<file path="config.mk">
export PLATFORM = sky130hd
export DESIGN_NAME = cache_mem_arbiter
export DESIGN_NICKNAME = d
export VERILOG_FILES = /design/src/rtl/cache_pkg.sv /design/src/rtl/cache_mem_arbiter_arb_select.sv /design/src/rtl/cache_mem_arbiter.sv
export SDC_FILE = /design/constraint.sdc
export NUM_CORES = 1
export LEC_CHECK = 0
export ABC_CLOCK_PERIOD_IN_PS = 15050
export CORE_AREA = 8 8 540 542
export DETAILED_ROUTE_END_ITERATION = 8
export DIE_AREA = 0 0 548 550
export HOLD_SLACK_MARGIN = 0.05
export MAX_ROUTING_LAYER = met4
export SLEW_MARGIN = 25
export SYNTH_ARGS = -nofsm -noshare
export SYNTH_HDL_FRONTEND = slang
export SYNTH_HIERARCHICAL = 1
export SYNTH_SLANG_ARGS = --single-unit
</file>
<file path="constraint.sdc">
create_clock -name clk_i -period 15.05 [get_ports clk_i]
set_input_delay 3.01 -clock clk_i [delete_from_list [all_inputs] [get_ports clk_i]]
set_output_delay 3.01 -clock clk_i [all_outputs]
set_load 0.1 [all_outputs]
</file>
<file path="src/rtl/cache_pkg.sv">
// Shared definitions for the L1 cache / memory arbiter slice.
// Holds FSM encodings, grant bit indices and line-offset helpers.
package cache_pkg;

    localparam logic [1:0] ARB_IDLE  = 2'd0;
    localparam logic [1:0] ARB_GNT_I = 2'd1;
    localparam logic [1:0] ARB_GNT_D = 2'd2;
    localparam logic [1:0] ARB_DONE  = 2'd3;

    typedef enum logic [1:0] {
        ST_IDLE  = ARB_IDLE,
        ST_GNT_I = ARB_GNT_I,
        ST_GNT_D = ARB_GNT_D,
        ST_DONE  = ARB_DONE
    } arb_state_e;

    localparam int GNT_I = 0;
    localparam int GNT_D = 1;

    localparam int LINE_SIZE_DEF = 256;
    localparam int LINE_OFF_BITS = $clog2(LINE_SIZE_DEF / 8);

    // Byte-offset bits within a line of the given width in bits.
    function automatic int line_off_bits(input int line_size);
        return $clog2(line_size / 8);
    endfunction

endpackage

</file>
<file path="src/rtl/cache_mem_arbiter_arb_select.sv">
// Two-input one-hot arbiter; ARB_RR_EN selects round-robin tie breaking,
// otherwise the D-cache (req[1]) wins every tie.
module arb_select (
    input  logic [1:0] req,
    input  logic       last,
    output logic [1:0] gnt
);

`ifndef ARB_RR_EN
    logic unused_last_s;
    assign unused_last_s = last;
`endif

    // Winner selection; last = 1 means the D-cache was served most recently.
    always_comb begin
        gnt = 2'b00;
        case (req)
            2'b01: gnt = 2'b01;
            2'b10: gnt = 2'b10;
            2'b11: begin
`ifdef ARB_RR_EN
                if (last) begin
                    gnt = 2'b01;
                end else begin
                    gnt = 2'b10;
                end
`else
                gnt = 2'b10;
`endif
            end
            default: gnt = 2'b00;
        endcase
    end

endmodule

</file>
<file path="src/rtl/cache_mem_arbiter.sv">
// Shares one line-wide memory port between the L1 I-cache and D-cache.
// Define ARB_RR_EN for round-robin tie breaking; default is fixed D-priority.
import cache_pkg::*;

module cache_mem_arbiter #(
    parameter int ADDR_WIDTH = 32,
    parameter int LINE_SIZE  = 256
) (
    input  logic                  clk_i,
    input  logic                  rst_i,
    input  logic                  i_strobe_i,
    input  logic [ADDR_WIDTH-1:0] i_addr_i,
    output logic                  i_ready_o,
    output logic [LINE_SIZE-1:0]  i_data_o,
    input  logic                  d_strobe_i,
    input  logic [ADDR_WIDTH-1:0] d_addr_i,
    input  logic                  d_rw_i,
    input  logic [LINE_SIZE-1:0]  d_data_i,
    output logic                  d_ready_o,
    output logic [LINE_SIZE-1:0]  d_data_o,
    output logic                  m_strobe_o,
    output logic [ADDR_WIDTH-1:0] m_addr_o,
    output logic                  m_rw_o,
    output logic [LINE_SIZE-1:0]  m_data_o,
    input  logic                  m_ready_i,
    input  logic [LINE_SIZE-1:0]  m_data_i,
    output logic [1:0]            grant_o
);

    localparam int                    OFF_BITS   = line_off_bits(LINE_SIZE);
    localparam logic [ADDR_WIDTH-1:0] ALIGN_MASK = {ADDR_WIDTH{1'b1}} << OFF_BITS;

    arb_state_e            state_r;
    arb_state_e            state_nxt_s;
    logic [1:0]            sel_s;
    logic                  last_s;
    logic                  m_strobe_r;
    logic [ADDR_WIDTH-1:0] m_addr_r;
    logic                  m_rw_r;
    logic [LINE_SIZE-1:0]  m_data_r;
    logic [1:0]            grant_r;

`ifdef ARB_RR_EN
    logic last_r;

    // Remember who was served; captured as the transfer completes.
    always_ff @(posedge clk_i or posedge rst_i) begin
        if (rst_i) begin
            last_r <= 1'b0;
        end else if (((state_r == ST_GNT_I) || (state_r == ST_GNT_D)) && m_ready_i) begin
            last_r <= (state_r == ST_GNT_D);
        end else begin
            last_r <= last_r;
        end
    end

    assign last_s = last_r;
`else
    assign last_s = 1'b0;
`endif

    arb_select u_arb_select (
        .req  ({d_strobe_i, i_strobe_i}),
        .last (last_s),
        .gnt  (sel_s)
    );

    // FSM state register.
    always_ff @(posedge clk_i or posedge rst_i) begin
        if (rst_i) begin
            state_r <= ST_IDLE;
        end else begin
            state_r <= state_nxt_s;
        end
    end

    // Next-state logic; DONE swallows the requester's lingering strobe.
    always_comb begin
        state_nxt_s = state_r;
        case (state_r)
            ST_IDLE: begin
                if (sel_s[GNT_D]) begin
                    state_nxt_s = ST_GNT_D;
                end else if (sel_s[GNT_I]) begin
                    state_nxt_s = ST_GNT_I;
                end else begin
                    state_nxt_s = ST_IDLE;
                end
            end
            ST_GNT_I, ST_GNT_D: begin
                if (m_ready_i) begin
                    state_nxt_s = ST_DONE;
                end else begin
                    state_nxt_s = state_r;
                end
            end
            ST_DONE: state_nxt_s = ST_IDLE;
            default: state_nxt_s = ST_IDLE;
        endcase
    end

    // Command latch: captured on grant, held while granted, cleared on completion.
    always_ff @(posedge clk_i or posedge rst_i) begin
        if (rst_i) begin
            m_strobe_r <= 1'b0;
            m_addr_r   <= {ADDR_WIDTH{1'b0}};
            m_rw_r     <= 1'b0;
            m_data_r   <= {LINE_SIZE{1'b0}};
            grant_r    <= 2'b00;
        end else if ((state_r == ST_IDLE) && (state_nxt_s == ST_GNT_D)) begin
            m_strobe_r <= 1'b1;
            m_addr_r   <= d_addr_i & ALIGN_MASK;
            m_rw_r     <= d_rw_i;
            m_data_r   <= d_data_i;
            grant_r    <= 2'b10;
        end else if ((state_r == ST_IDLE) && (state_nxt_s == ST_GNT_I)) begin
            m_strobe_r <= 1'b1;
            m_addr_r   <= i_addr_i & ALIGN_MASK;
            m_rw_r     <= 1'b0;
            m_data_r   <= {LINE_SIZE{1'b0}};
            grant_r    <= 2'b01;
        end else if (state_nxt_s == ST_DONE) begin
            m_strobe_r <= 1'b0;
            m_addr_r   <= {ADDR_WIDTH{1'b0}};
            m_rw_r     <= 1'b0;
            m_data_r   <= {LINE_SIZE{1'b0}};
            grant_r    <= 2'b00;
        end else begin
            m_strobe_r <= m_strobe_r;
            m_addr_r   <= m_addr_r;
            m_rw_r     <= m_rw_r;
            m_data_r   <= m_data_r;
            grant_r    <= grant_r;
        end
    end

    assign m_strobe_o = m_strobe_r;
    assign m_addr_o   = m_addr_r;
    assign m_rw_o     = m_rw_r;
    assign m_data_o   = m_data_r;
    assign grant_o    = grant_r;

    // Completion is routed only to the current owner, with no added latency.
    assign i_ready_o = m_ready_i & (state_r == ST_GNT_I);
    assign d_ready_o = m_ready_i & (state_r == ST_GNT_D);
    assign i_data_o  = i_ready_o ? m_data_i : {LINE_SIZE{1'b0}};
    assign d_data_o  = d_ready_o ? m_data_i : {LINE_SIZE{1'b0}};

endmodule

</file>
==> impl_metrics.env <==
export IMPL_status="finished clean"
export IMPL_multi_input_area_sq_um=6200
export IMPL_dr_pass1_iters=5
export IMPL_start_kind="input pin"
export IMPL_r2r_end="m_data_o[127]"
export IMPL_rows=196
export IMPL_ys_top_cells_by_area="dfrtp_1 (51%), and3_1 (22%), a22o_1 (16%)"
export IMPL_ys_seq_area_share_pct=50.6
export IMPL_ioPinCount=1388
export IMPL_startpoint="m_ready_i"
export IMPL_clock_skew_ns=0.0299
export IMPL_io_buffers=1372
export IMPL_area_delta_synth_final_pct=128
export IMPL_synth_common_cells="and3_1 (512), dfrtp_1 (289), a22o_1 (257), clkbuf_1 (131), buf_2 (53)"
export IMPL_clkPwrFrac_pct=11.0
export IMPL_grt_antenna_before_repair=173
export IMPL_grt_pass1_wl_um=282000
export IMPL_ctsLongestPathBuffers=3
export IMPL_die_w_um=548
export IMPL_design_area_sq_um=32600
export IMPL_setup_slack_ns=5.37
export IMPL_wl_met1_um=85600
export IMPL_fin_crit_sh_pct=64.3
export IMPL_syn_instance_count=1359
export IMPL_rsz0062_at_grt="false"
export IMPL_place_congestion=1.05
export IMPL_final_hold_violation_count=0
export IMPL_final_nets=3195
export IMPL_dr_max_layer_used="met4"
export IMPL_p_int_mw=3.06
export IMPL_grt_usage_pct=15.5
export IMPL_drt_iter0_drc=1839
export IMPL_p_seq_share_pct=14.0
export IMPL_finish_utilization_pct=11.5
export IMPL_core_area_sq_um=283000
export IMPL_drc=0
export IMPL_p_leak_nw=14.6
export IMPL_swShare_pct=67.2
export IMPL_slew_limit_headroom_pct=22.6
export IMPL_routedWlPerCell_um=36.9
export IMPL_ys_ff_latch=289
export IMPL_p_per_area_nw_per_um2=286
export IMPL_hold_path_class="reg -> reg"
export IMPL_grt_start_max_net_pins=186
export IMPL_r2r_start="state_r[0]"
export IMPL_p_switching_mw=6.27
export IMPL_wl_um=239000
export IMPL_start_util_pct=5.04
export IMPL_synth_most_common_cell="and3_1"
export IMPL_required_ns=12.04
export IMPL_postCtsHoldBufs=0
export IMPL_synth_edf_count=0
export IMPL_clk_pin_slew_ns=0.06
export IMPL_insertion_delay_ns=0.61
export IMPL_dieArea_sq_um=301000
export IMPL_root_buffer="clkbuf_16"
export IMPL_synth_area_sq_um=14300
export IMPL_finalSetupTns_ns=0
export IMPL_reg2regPathDepth=9
export IMPL_min_from="grant_o[1]"
export IMPL_holdPathStages=1
export IMPL_final_max_slew_viol_count=0
export IMPL_clock_sinks=289
export IMPL_die_height_um=550
export IMPL_route_vias_total=18900
export IMPL_synth_top_cell_area_share_pct=50.6
export IMPL_cts_buffers=40
export IMPL_wl_met3_um=46300
export IMPL_path_max_fanout=168
export IMPL_drv_cap=0
export IMPL_avgViaCountPerCell=2.93
export IMPL_postCtsSetupBuffers=0
export IMPL_peakVddDrop_mv=0.178
export IMPL_tritoncts="yes"
export IMPL_finalNonFillerCells=6466
export IMPL_syn_area_per_cell_sq_um=10.5
export IMPL_yosysTopAreaCell="dfrtp_1"
export IMPL_fillers=32300
export IMPL_combPwrFrac_pct=75.0
export IMPL_setup_viol=0
export IMPL_drive_gt1_share_pct=21.2
export IMPL_end_kind="primary output"
export IMPL_place_detailed_hpwl_um=215000
export IMPL_critPathKind="in -> out"
export IMPL_numPlacedInstances=6328
export IMPL_cp_data_arrival_time_ns=6.67
export IMPL_synthFlopType="dfrtp_1"
export IMPL_min_delay_worst_endpoint="grant_o[1]"
export IMPL_ys_types=28
export IMPL_htreeDepth=2
export IMPL_cts_resized=0
export IMPL_rrSetupSlack_ns=10.96
export IMPL_first_global_vias=19300
export IMPL_postPlaceCellArea_sq_um=31000
export IMPL_grt_overflow_total=0
export IMPL_antenna_left=0
export IMPL_seqCellArea_sq_um=7230
export IMPL_place_ws_ns=5.58
export IMPL_period_needed_ns=9.68
export IMPL_timing_fmax_ghz=0.103
export IMPL_yosysWarnings=6
export IMPL_async_flop_share_pct=100
export IMPL_tightest_slew_ns=1.16
export IMPL_wl_met2_um=99700
how the worst max path moves through the flow:
stage / end / depth (start not counted)
2_1_floorplan: grant_o[0] / 1
3_5_place_dp: d_data_o[113] / 5
4_1_cts: d_data_o[113] / 5
3_3_place_gp: d_data_o[113] / 5
5_1_grt: d_data_o[113] / 5
6_report: d_data_o[113] / 5
routing by layer:
metal  global-route usage, %  vias to the layer above
met1                    15.9                     9232
met5                       -                        -
met2                    22.7                     1600
li1                        -                     7732
met4                    3.57                        0
met3                    12.7                      374
sequential cells by signal, summed over array words and instances, names as in the netlist:
signal,count
m_data_o,256
m_addr_o,27
grant_o,2
state_r,2
m_rw_o,1
m_strobe_o,1
kinds of logic after synthesis:
| group | Yosys count | share of synthesized area, % |
|---|---|---|
| and+or+nand+nor | 524 | 23.0 |
| AOI/OAI and AO/OA | 321 | 19.6 |
| DFF | 289 | 50.6 |
| buffers and inverters | 220 | 6.38 |
| adders and majority gates | 4 | 0.350 |
| other | 1 | 0.0262 |
worst max-delay path, cell delays in order:
cell	delay (ns)
buf_8	0.38
buf_4	0.57
buf_6	0.72
and3_1	0.49
clkdlybuf4s50_1	1.22
through the flow:
stage | total power, mW | hold slack, ns
after floorplan | 5.97 | 0.648
after global placement | 8.36 | 0.474
after detailed placement | 8.41 | 0.475
after CTS | 9.49 | 0.496
after global routing | 9.78 | 0.510
final | 9.34 | 0.495
layout by cell type, fill, tap and decap left out, drive strengths merged:
master         count
clkdlybuf4s50    939
and3             512
buf              454
dfrtp            289
a22o             257
diode             64
clkbuf            46
inv               38
a31oi             27
o221a             27
clkinv            11
clkinvlp           6
conb               5
o21ai              4
ha                 4
nand2              3
bufinv             3
nor2               3
and2               2
o2bb2ai            1
nand2b             1
nand3b             1
a21oi              1
o22ai              1
nor3b              1
a21o               1
o21a               1
o22a               1
nor2b              1
cell type report:
type | instances | share of cell area, %
diodes | 64 | 0.491
clock buffers | 46 | 3.20
clock inverters | 27 | 1.01
inverters | 31 | 0.380
multi-input cells | 854 | 19.0
flip-flops and latches | 289 | 22.2
well taps | 3762 | 14.4
repair buffers | 1393 | 39.3
power by group through the flow:
stage                     Combinational [mW]  Sequential (mW)  Clock [mW]
final                                   7.00             1.31        1.03
after global routing                    7.34             1.35        1.09
after CTS                               7.11             1.31        1.07
after detailed placement                7.10             1.31           0
after global placement                  7.06             1.30           0
after floorplan                         2.52             3.45           0
No activity file was read; power rests on OpenSTA's default activity.
